$ cat config.mk
export PLATFORM = sky130hd
export DESIGN_NAME = lane_shift_scheduler_flat
export DESIGN_NICKNAME = d
export VERILOG_FILES = /design/src/rtl/lane_shift_scheduler_pkg.sv /design/src/rtl/lane_shift_scheduler_if.sv /design/src/rtl/lane_speed_counter.sv /design/src/rtl/lane_shift_scheduler.sv /design/src/flat_wrapper.sv
export SDC_FILE = /design/constraint.sdc
export NUM_CORES = 1
export LEC_CHECK = 0
export ABC_AREA = 1
export CORE_MARGIN = 2
export CORE_UTILIZATION = 35
export CTS_CLUSTER_DIAMETER = 80
export DETAILED_ROUTE_END_ITERATION = 8
export DONT_BUFFER_PORTS = 1
export PLACE_DENSITY = 0.58
export SKIP_CTS_REPAIR_TIMING = 1
export SLEW_MARGIN = 5
export SYNTH_ARGS = -nofsm -noshare
export SYNTH_HDL_FRONTEND = slang
export SYNTH_SLANG_ARGS = --single-unit
$ cat constraint.sdc
create_clock -name SC_STATEMACHINEBACKG_CLOCK_50 -period 4.05 [get_ports SC_STATEMACHINEBACKG_CLOCK_50]
set_input_delay 1.0125 -clock SC_STATEMACHINEBACKG_CLOCK_50 [delete_from_list [all_inputs] [get_ports SC_STATEMACHINEBACKG_CLOCK_50]]
set_output_delay 1.0125 -clock SC_STATEMACHINEBACKG_CLOCK_50 [all_outputs]
set_load 0.02 [all_outputs]
$ cat src/rtl/lane_shift_scheduler_pkg.sv
// Shared definitions for the lane shift scheduler.
//   - state_e     : scheduler FSM states
//   - SHIFT_*     : shiftselection codes driven to the lane registers
//   - level_limit : speed-counter limit for a game level (before lane scaling)
//   - LANE_DIV    : per-lane extra right-shift of the level limit
package lane_shift_scheduler_pkg;

    typedef enum logic [1:0] {
        S_IDLE  = 2'd0,
        S_LOAD  = 2'd1,
        S_RUN   = 2'd2,
        S_GRANT = 2'd3
    } state_e;

    localparam logic [1:0] SHIFT_HOLD  = 2'b11;
    localparam logic [1:0] SHIFT_RIGHT = 2'b10;
    localparam logic [1:0] SHIFT_LEFT  = 2'b01;

    localparam int LIMIT_W = 25;

    // Lane i uses LANE_DIV[i % 4]; lanes 1 and 3 run two and four times faster.
    localparam int unsigned LANE_DIV [4] = '{0, 1, 0, 2};

    function automatic logic [LIMIT_W-1:0] level_limit(input logic [2:0] level);
        case (level)
            3'd1:       return 25'h1FFFFFF;
            3'd2:       return 25'h1E00000;
            3'd3:       return 25'h1800000;
            3'd4, 3'd5: return 25'h1000000;
            default:    return '0;
        endcase
    endfunction

endpackage

$ cat src/rtl/lane_shift_scheduler_if.sv
// Control/status bundle between the game controller and the lane shift scheduler.
//   level_InBus        : game level 0..5 (6/7 read as 0)
//   pause_InHigh       : freeze speed counters, block grants
//   busy_InHigh        : shared shift datapath busy, block grants
//   shift_valid_Out    : one-cycle shift strobe
//   lane_select_OutBus : granted lane
//   shiftselection_Out : 11 hold, 10 right, 01 left
//   clear_OutLow       : active-low clear of the lane registers
//   pending_OutBus     : per-lane pending shift flags
//   overrun_OutHigh    : sticky lost-event flag
interface lane_shift_scheduler_if #(
    parameter int LANES = 4
);
    localparam int LW = (LANES > 1) ? $clog2(LANES) : 1;

    logic [2:0]       level_InBus;
    logic             pause_InHigh;
    logic             busy_InHigh;
    logic             shift_valid_Out;
    logic [LW-1:0]    lane_select_OutBus;
    logic [1:0]       shiftselection_Out;
    logic             clear_OutLow;
    logic [LANES-1:0] pending_OutBus;
    logic             overrun_OutHigh;

    modport master (
        output level_InBus, pause_InHigh, busy_InHigh,
        input  shift_valid_Out, lane_select_OutBus, shiftselection_Out,
        input  clear_OutLow, pending_OutBus, overrun_OutHigh
    );

    modport slave (
        input  level_InBus, pause_InHigh, busy_InHigh,
        output shift_valid_Out, lane_select_OutBus, shiftselection_Out,
        output clear_OutLow, pending_OutBus, overrun_OutHigh
    );
endinterface

$ cat src/rtl/lane_speed_counter.sv
// Reloadable per-lane down-counter.
//   clk_i/rst_i : clock, asynchronous active-high reset
//   clear_i     : force count to 0
//   load_i      : load limit_i
//   run_i       : decrement; at 0 reload limit_i and pulse expire_o
//   limit_i     : reload value (period is limit_i + 1 cycles)
//   expire_o    : combinational, high in the cycle the count wraps
module lane_speed_counter #(
    parameter int CNT_WIDTH = 25
) (
    input  logic                 clk_i,
    input  logic                 rst_i,
    input  logic                 clear_i,
    input  logic                 load_i,
    input  logic                 run_i,
    input  logic [CNT_WIDTH-1:0] limit_i,
    output logic                 expire_o
);
    logic [CNT_WIDTH-1:0] count_q, count_d;

    always_comb begin
        count_d  = count_q;
        expire_o = 1'b0;
        if (clear_i) begin
            count_d = '0;
        end else if (load_i) begin
            count_d = limit_i;
        end else if (run_i) begin
            if (count_q == '0) begin
                count_d  = limit_i;
                expire_o = 1'b1;
            end else begin
                count_d = count_q - 1'b1;
            end
        end
    end

    always_ff @(posedge clk_i or posedge rst_i) begin
        if (rst_i) count_q <= '0;
        else       count_q <= count_d;
    end
endmodule

$ cat src/rtl/lane_shift_scheduler.sv
// Lane shift scheduler: LANES background lanes each run a speed counter whose
// expiry raises a pending flag; a round-robin arbiter grants one pending lane
// at a time to the shared shift datapath with a one-cycle strobe.
//   SC_STATEMACHINEBACKG_CLOCK_50    : clock
//   SC_STATEMACHINEBACKG_RESET_InHigh: asynchronous active-high reset
//   bus                              : lane_shift_scheduler_if slave modport
module lane_shift_scheduler
    import lane_shift_scheduler_pkg::*;
#(
    parameter int LANES     = 4,
    parameter int CNT_WIDTH = 25,
    parameter int DIV_SCALE = 0
) (
    input  logic                   SC_STATEMACHINEBACKG_CLOCK_50,
    input  logic                   SC_STATEMACHINEBACKG_RESET_InHigh,
    lane_shift_scheduler_if.slave  bus
);
    localparam int LW = (LANES > 1) ? $clog2(LANES) : 1;

    state_e           state_q, state_d;
    logic [2:0]       level_reg_q, level_reg_d;
    logic [LW-1:0]    last_grant_q, last_grant_d;
    logic [LANES-1:0] pending_q, pending_d;
    logic             overrun_q, overrun_d;

    logic [2:0]           eff_level;
    logic [LANES-1:0]     expire;
    logic                 run_en;
    logic [CNT_WIDTH-1:0] lane_limit [LANES];
    logic                 grant_found;
    logic [LW-1:0]        grant_sel;
    logic [LW-1:0]        rr_cand;

    assign eff_level = (bus.level_InBus > 3'd5) ? 3'd0 : bus.level_InBus;
    assign run_en    = ((state_q == S_RUN) || (state_q == S_GRANT)) && !bus.pause_InHigh;

    for (genvar i = 0; i < LANES; i++) begin : g_lane
        localparam int SHAMT = int'(LANE_DIV[i % 4]) + DIV_SCALE;

        assign lane_limit[i] = CNT_WIDTH'(level_limit(level_reg_q) >> SHAMT);

        lane_speed_counter #(.CNT_WIDTH(CNT_WIDTH)) u_cnt (
            .clk_i   (SC_STATEMACHINEBACKG_CLOCK_50),
            .rst_i   (SC_STATEMACHINEBACKG_RESET_InHigh),
            .clear_i (state_q == S_IDLE),
            .load_i  (state_q == S_LOAD),
            .run_i   (run_en),
            .limit_i (lane_limit[i]),
            .expire_o(expire[i])
        );
    end

    // Round-robin: first pending lane strictly after last_grant, wrapping.
    always_comb begin
        grant_found = 1'b0;
        grant_sel   = last_grant_q;
        rr_cand     = last_grant_q;
        for (int k = 1; k <= LANES; k++) begin
            rr_cand = LW'((int'(last_grant_q) + k) % LANES);
            if (!grant_found && pending_q[rr_cand]) begin
                grant_found = 1'b1;
                grant_sel   = rr_cand;
            end
        end
    end

    always_comb begin
        state_d      = state_q;
        level_reg_d  = level_reg_q;
        last_grant_d = last_grant_q;
        case (state_q)
            S_IDLE: begin
                if (eff_level != 3'd0) begin
                    state_d     = S_LOAD;
                    level_reg_d = eff_level;
                end
            end
            S_LOAD: state_d = S_RUN;
            S_RUN, S_GRANT: begin
                // A level change wins over a new grant; a strobe already in
                // S_GRANT is still visible this cycle because outputs decode state_q.
                if (eff_level != level_reg_q) begin
                    level_reg_d = eff_level;
                    state_d     = (eff_level != 3'd0) ? S_LOAD : S_IDLE;
                end else if ((state_q == S_RUN) && grant_found &&
                             !bus.busy_InHigh && !bus.pause_InHigh) begin
                    state_d      = S_GRANT;
                    last_grant_d = grant_sel;
                end else begin
                    state_d = S_RUN;
                end
            end
            default: state_d = S_IDLE;
        endcase
    end

    // Pending/overrun: a grant clears its lane on exit, but an expiry of that
    // same lane in the grant cycle re-sets it without counting as overrun.
    always_comb begin
        pending_d = pending_q;
        overrun_d = overrun_q;
        if (state_q == S_LOAD) begin
            pending_d = '0;
            overrun_d = 1'b0;
        end else if ((state_q == S_RUN) || (state_q == S_GRANT)) begin
            for (int i = 0; i < LANES; i++) begin
                if (expire[i]) begin
                    if (pending_q[i] && !((state_q == S_GRANT) && (int'(last_grant_q) == i)))
                        overrun_d = 1'b1;
                    pending_d[i] = 1'b1;
                end else if ((state_q == S_GRANT) && (int'(last_grant_q) == i)) begin
                    pending_d[i] = 1'b0;
                end
            end
        end
        if (state_d == S_IDLE) pending_d = '0;
    end

    always_ff @(posedge SC_STATEMACHINEBACKG_CLOCK_50 or posedge SC_STATEMACHINEBACKG_RESET_InHigh) begin
        if (SC_STATEMACHINEBACKG_RESET_InHigh) begin
            state_q      <= S_IDLE;
            level_reg_q  <= 3'd0;
            last_grant_q <= LW'(LANES - 1);
            pending_q    <= '0;
            overrun_q    <= 1'b0;
        end else begin
            state_q      <= state_d;
            level_reg_q  <= level_reg_d;
            last_grant_q <= last_grant_d;
            pending_q    <= pending_d;
            overrun_q    <= overrun_d;
        end
    end

    // Outputs decode the state register directly so reset kills a strobe at once.
    assign bus.shift_valid_Out    = (state_q == S_GRANT);
    assign bus.lane_select_OutBus = last_grant_q;
    assign bus.shiftselection_Out = (state_q != S_GRANT) ? SHIFT_HOLD :
                                    (last_grant_q[0] ? SHIFT_LEFT : SHIFT_RIGHT);
    assign bus.clear_OutLow       = (state_q != S_IDLE);
    assign bus.pending_OutBus     = pending_q;
    assign bus.overrun_OutHigh    = overrun_q;
endmodule

$ cat src/flat_wrapper.sv
// flat-port wrapper written by rule: the top's interface ports become plain ports
module lane_shift_scheduler_flat import lane_shift_scheduler_pkg::*;
#(
    parameter int LANES     = 4,
    parameter int CNT_WIDTH = 25,
    parameter int DIV_SCALE = 0
)
  (SC_STATEMACHINEBACKG_CLOCK_50, SC_STATEMACHINEBACKG_RESET_InHigh, bus_level_InBus, bus_pause_InHigh, bus_busy_InHigh, bus_shift_valid_Out, bus_lane_select_OutBus, bus_shiftselection_Out, bus_clear_OutLow, bus_pending_OutBus, bus_overrun_OutHigh);
  lane_shift_scheduler_if #(.LANES(LANES)) bus_i ();
  input  logic SC_STATEMACHINEBACKG_CLOCK_50;
  input  logic SC_STATEMACHINEBACKG_RESET_InHigh;
  input wire logic [$bits(bus_i.level_InBus)-1:0] bus_level_InBus;
  input wire logic [$bits(bus_i.pause_InHigh)-1:0] bus_pause_InHigh;
  input wire logic [$bits(bus_i.busy_InHigh)-1:0] bus_busy_InHigh;
  output wire logic [$bits(bus_i.shift_valid_Out)-1:0] bus_shift_valid_Out;
  output wire logic [$bits(bus_i.lane_select_OutBus)-1:0] bus_lane_select_OutBus;
  output wire logic [$bits(bus_i.shiftselection_Out)-1:0] bus_shiftselection_Out;
  output wire logic [$bits(bus_i.clear_OutLow)-1:0] bus_clear_OutLow;
  output wire logic [$bits(bus_i.pending_OutBus)-1:0] bus_pending_OutBus;
  output wire logic [$bits(bus_i.overrun_OutHigh)-1:0] bus_overrun_OutHigh;
  assign bus_i.level_InBus = bus_level_InBus;
  assign bus_i.pause_InHigh = bus_pause_InHigh;
  assign bus_i.busy_InHigh = bus_busy_InHigh;
  assign bus_shift_valid_Out = bus_i.shift_valid_Out;
  assign bus_lane_select_OutBus = bus_i.lane_select_OutBus;
  assign bus_shiftselection_Out = bus_i.shiftselection_Out;
  assign bus_clear_OutLow = bus_i.clear_OutLow;
  assign bus_pending_OutBus = bus_i.pending_OutBus;
  assign bus_overrun_OutHigh = bus_i.overrun_OutHigh;
  lane_shift_scheduler #(.LANES(LANES), .CNT_WIDTH(CNT_WIDTH), .DIV_SCALE(DIV_SCALE)) u_core (.SC_STATEMACHINEBACKG_CLOCK_50(SC_STATEMACHINEBACKG_CLOCK_50), .SC_STATEMACHINEBACKG_RESET_InHigh(SC_STATEMACHINEBACKG_RESET_InHigh), .bus(bus_i));
endmodule
# == Word level (Yosys, flattened, before mapping) ==
# Cells that the tools add are included.
# word_totals
ramBits,0
memories,0
output_inout_bits,11
rom_bits,0
word_cells,173
latchBits,0
regBits,112
# classes
bitwise_logic,1
n_reduce_logical,51
n_eq_ne,15
n_div,0
mux,81
n_addsub,8
n_mul,0
shifts,0
order_cmp,5
# op_table
operator,n
$mux W25,16
$logic_not A25 Y1,4
$pmux W25 S4,1
$sub A25 B1 Y25 const B,4
$mux W1,44
$reduce_bool A4 Y1,5
$mux W2,8
$logic_and A1 B1 Y1,15
$lt A2 B3 Y1 const B,4
$mux W4,3
$logic_not A1 Y1,9
$mux W3,3
$reduce_bool A3 Y1,3
$bmux W1 S2,4
$eq A2 B2 Y1 const B,4
$reduce_and A2 Y1,4
$eq A3 B2 Y1 const B,2
$eq A3 B3 Y1 const B,2
$logic_not A2 Y1,3
$pmux W2 S3,1
$pmux W3 S2,1
$reduce_bool A2 Y1,3
$add A2 B1 Y2 const B,2
$add A2 B2 Y2 const B,2
other kinds (11),14

# == Longest topological paths before layout ==
# logic_depth
ltp_word,22
ltp_mapped,12

# == Hierarchy ==
# From an unflattened synthesis, not the netlist that was laid out.
# unflattened
hier_cells,1446
area_unflattened_um2,9262.6
# modules_own_cells
module,cells_each,n_inst,area_per_inst_um2
lane_speed_counter,325,4,2073.2
lane_shift_scheduler,146,1,969.7

# == Worst setup path after synthesis ==
# OpenSTA, ideal clock, no wires.
# synth_timing
path_kind,input to register
startpoint,in bus_level_InBus[0]
endpoint,reg u_core.level_reg_q[2]
stages,8
slack_ps,2012
arrival_time_ps,1902
path_cell_list,a21boi_0 > nand2_1 > nand2_1 > nand3_1 > nand2_1 > o21ai_0 > nor2_1 > a21oi_1
# synth_via
elab_chain_len,5
elab_cells_between_ends,10
classes_between,order compare (1); eq/ne (3); mux (4); reduce/logical (2)
# synth_rtl
element,line,source
"start, declared",flat_wrapper.sv:12,input wire logic [$bits(bus_i.level_InBus)-1:0] bus_level_InBus;
$gt A3 B3 Y1,lane_shift_scheduler.sv:34,assign eff_level = (bus.level_InBus > 3'd5) ? 3'd0 : bus.level_InBus;
$mux W3 *,lane_shift_scheduler.sv:34,
$ne A3 B3 Y1 / $reduce_bool A3 Y1 (equally long branches),"lane_shift_scheduler.sv:82, lane_shift_scheduler.sv:73",
$ne A2 B1 Y1 (no line),n/a,
$reduce_and A3 Y1 (no line),n/a,
"end signal, assigned",lane_shift_scheduler.sv:128,level_reg_q <= level_reg_d;
"end, declared",lane_shift_scheduler.sv:21,"logic [2:0] level_reg_q, level_reg_d;"
# Every way passes the cells marked *; elsewhere a longest branch is shown, timed or not. The select of a mux whose other input is x is not followed.
# A chain may end at the register's enable or synchronous reset.

# == Worst setup path after layout ==
# layout_timing
startpoint,reg u_core.state_q[1]
endpoint,out bus_shiftselection_Out[0]
# layout_via
elab_chain_len,2
# layout_rtl
element,line,source
"start, declared",lane_shift_scheduler.sv:20,"state_e state_q, state_d;"
"start signal, assigned",lane_shift_scheduler.sv:127,state_q <= state_d;
$ne A2 B2 Y1,lane_shift_scheduler.sv:138,assign bus.shiftselection_Out = (state_q != S_GRANT) ? SHIFT_HOLD :
$mux W2,lane_shift_scheduler.sv:138,
"end, declared",flat_wrapper.sv:17,output wire logic [$bits(bus_i.shiftselection_Out)-1:0] bus_shiftselection_Out;
# Every way passes these cells.

==> results.ini <==
[outcome]
outcome=finished clean

[layout]
finish.instance_area_sq_mm=0.00833
layout.nets=1198
drive_gt1_frac=0.0489
fillers=2363
diodes=0
syn2layout_area_growth_pct=7.29
layout.cells.non_filler=1465

[critical_path]
arrival_ns=1.48
startpoint_type=register
reg2regPathDepth=8
cp_cell_sequence=nand2_1 -> inv_1 -> nand2_1
r2r_setup_slack_ns=1.62
path_common_cell=nand2_1
crit_required_ns=3.04
path_class=reg2out
endpoint_kind=output pin
cpPeakStageDelay_ns=0.49
cp_slowest_cell=dfrtp_1
crit_fanout=6

[synth]
async_reset_ff_frac=1.00
synth_cells=1184
synth.most_common_cell=nand2_1
synth_area_leaders=dfrtp_1 (35%), nand2_1 (22%), nor2_1 (8.4%)
yosysTopAreaCell=dfrtp_1
yosys-top-cells-count=nand2_1 (452), nor2_1 (173), dfrtp_1 (110)
ys.flop_type=dfrtp_1
ys_seq_elements=112
syn_nets=1202
netlist_area_sq_mm=0.00776
ys_seq_area_frac=0.361
ys_types=44
synth_top_area_share=0.355
avgSynthCellArea_sq_um=6.55
synth_edf_count=0
yosysWarnings=0

[floorplanning]
core_area_sq_mm=0.0218
start_util=0.356
die-area_sq_mm=0.0234
core.rowCount=54
chipWidth_microns=153
die_h_microns=153
num_io_pins=18

[global_routing]
grt_pass1_wl_microns=34000
grt_max_degree=53
grt_overflow=0
grt_pass1_vias=6826
grt_usage=0.175
antenna_found_initial=0

[timing]
setup_viol=0
finalCritPeriodShare=0.615
max_freq_mhz=401
max-slew-margin-rel=0.236
hold_viol_final=0
setup-tns-final_ns=0
slew_violations=0
rsz0062_at_grt=false
clock_skew_ns=0.0140
tightest_slew_ns=1.15
min_period_ns=2.49

[power_and_ir_drop]
p_per_area_mw_per_mm2=953
ir_drop_uv=348
p_sw_mw=4.34
p_leak_nw=4.52
internal-power_mw=3.60
swShare=0.547
power_frac_seq=0.264
p_comb_frac=0.624
p_clk_frac=0.112

[detailed_routing]
vias=7199
drc=0
routedWlPerCell_microns=13.4
drtPass1Iterations=7
antenna_left=0
drt_iter0_drc=471
via_per_inst=4.91
wl_microns=19600

[clock_tree]
cts.sinks=112
cts-buffers-inserted=9
cts_tree=done
insertion_delay_ns=0.37
cts_buffer_depth=2
clk_pin_slew_ns=0.08
cts_max_level=3
clock-root-buffer=clkbuf_16

[place]
placed_area_sq_mm=0.00805
place_hpwl_microns=14200
place_inst=1449
gp_congestion=0.831
io_buffers=0

[run]
maxCapViolations=0

[worst_hold_path]
hp-class=in2async

## layout make-up
cell class / instances / area (sq um) / area share
clock inverters: 6 / 50.0 / 0.00601
clock buffers: 10 / 229 / 0.0275
flip-flops and latches: 112 / 2810 / 0.337
well taps: 280 / 350 / 0.0421
repair buffers: 5 / 62.6 / 0.00751
multi-input cells: 940 / 4400 / 0.529
inverters: 112 / 425 / 0.0511
## logic make-up after synthesis
| group | share of synthesized area |
|---|---|
| AOI/OAI and AO/OA | 0.0835 |
| xor gates and xnor gates | 0.0666 |
| adders and majority gates | 0.0177 |
| buffers and inverters | 0.0711 |
| DFF | 0.361 |
| and+or+nand+nor | 0.400 |
## cell usage in the layout, fill, tap and decap left out, types with 5 or more instances in the layout
| master | instances |
|---|---|
| inv_2 | 8 |
| nand3b_1 | 5 |
| xnor2_1 | 7 |
| dfrtp_1 | 110 |
| nor2_1 | 173 |
| nand4_1 | 19 |
| nand2_1 | 452 |
| nor2_2 | 6 |
| inv_1 | 102 |
| nor3_1 | 9 |
| xor2_1 | 52 |
| o21ai_0 | 80 |
| nand3_1 | 68 |
| o21ai_1 | 14 |
| ha_1 | 11 |
| clkbuf_16 | 9 |
| a21oi_1 | 12 |
## power by group through the flow
stage	sequential (mW)	clock (mW)	combinational [mW]
floorplan	1.96	0	3.99
global placement	2.11	0	4.90
detailed placement	2.10	0	4.94
CTS	2.09	0.926	4.96
global route	2.17	0.964	5.75
finish	2.09	0.892	4.95
## state kept, by name, summed over array words and instances, names as in the netlist
signal and count:
u_core.state_q 2, u_core.g_lane.u_cnt.count_q 100, u_core.bus.lane_select_OutBus 2, u_core.bus.overrun_OutHigh 1, u_core.bus.pending_OutBus 4, u_core.level_reg_q 3
## stage by stage
stage	util	worst slack, ns	power, mW	hold slack, ns
after floorplan	-	0.0818	5.95	0.462
after global placement	0.369	1.63	7.00	0.498
after detailed placement	0.369	1.59	7.04	0.496
after CTS	0.381	1.53	7.97	0.518
after global routing	0.381	1.36	8.89	0.535
final	0.381	1.56	7.93	0.515
## path summary, 6_finish.rpt
path | startpoint | end
max | u_core.state_q[1] | bus_shiftselection_Out[0]
min | SC_STATEMACHINEBACKG_RESET_InHigh | u_core.g_lane[1].u_cnt.count_q[5]
max reg2reg | u_core.state_q[0] | u_core.g_lane[0].u_cnt.count_q[4]
min reg2reg | u_core.g_lane[3].u_cnt.count_q[22] | u_core.g_lane[3].u_cnt.count_q[22]
max in group asynchronous | SC_STATEMACHINEBACKG_RESET_InHigh | u_core.bus.lane_select_OutBus[1]
min in group SC_STATEMACHINEBACKG_CLOCK_50 | u_core.g_lane[3].u_cnt.count_q[22] | u_core.g_lane[3].u_cnt.count_q[22]
## metal layers
| layer | track usage | vias to the layer above | routed length [microns] |
|---|---|---|---|
| li1 | - | 3709 | - |
| met1 | 0.242 | 3377 | 9810 |
| met2 | 0.289 | 98 | 8890 |
| met3 | 0.0323 | 15 | 738 |
| met4 | 0.0331 | 0 | 178 |
| met5 | 0 | - | 0 |
## critical path: cells and delay by family (launching register included)
kind,cells,cell delay (ns)
simple gates,2,0.37
buf+inv,1,0.25
flops,1,0.49
Note: power is estimated with default switching activity, not from simulation.
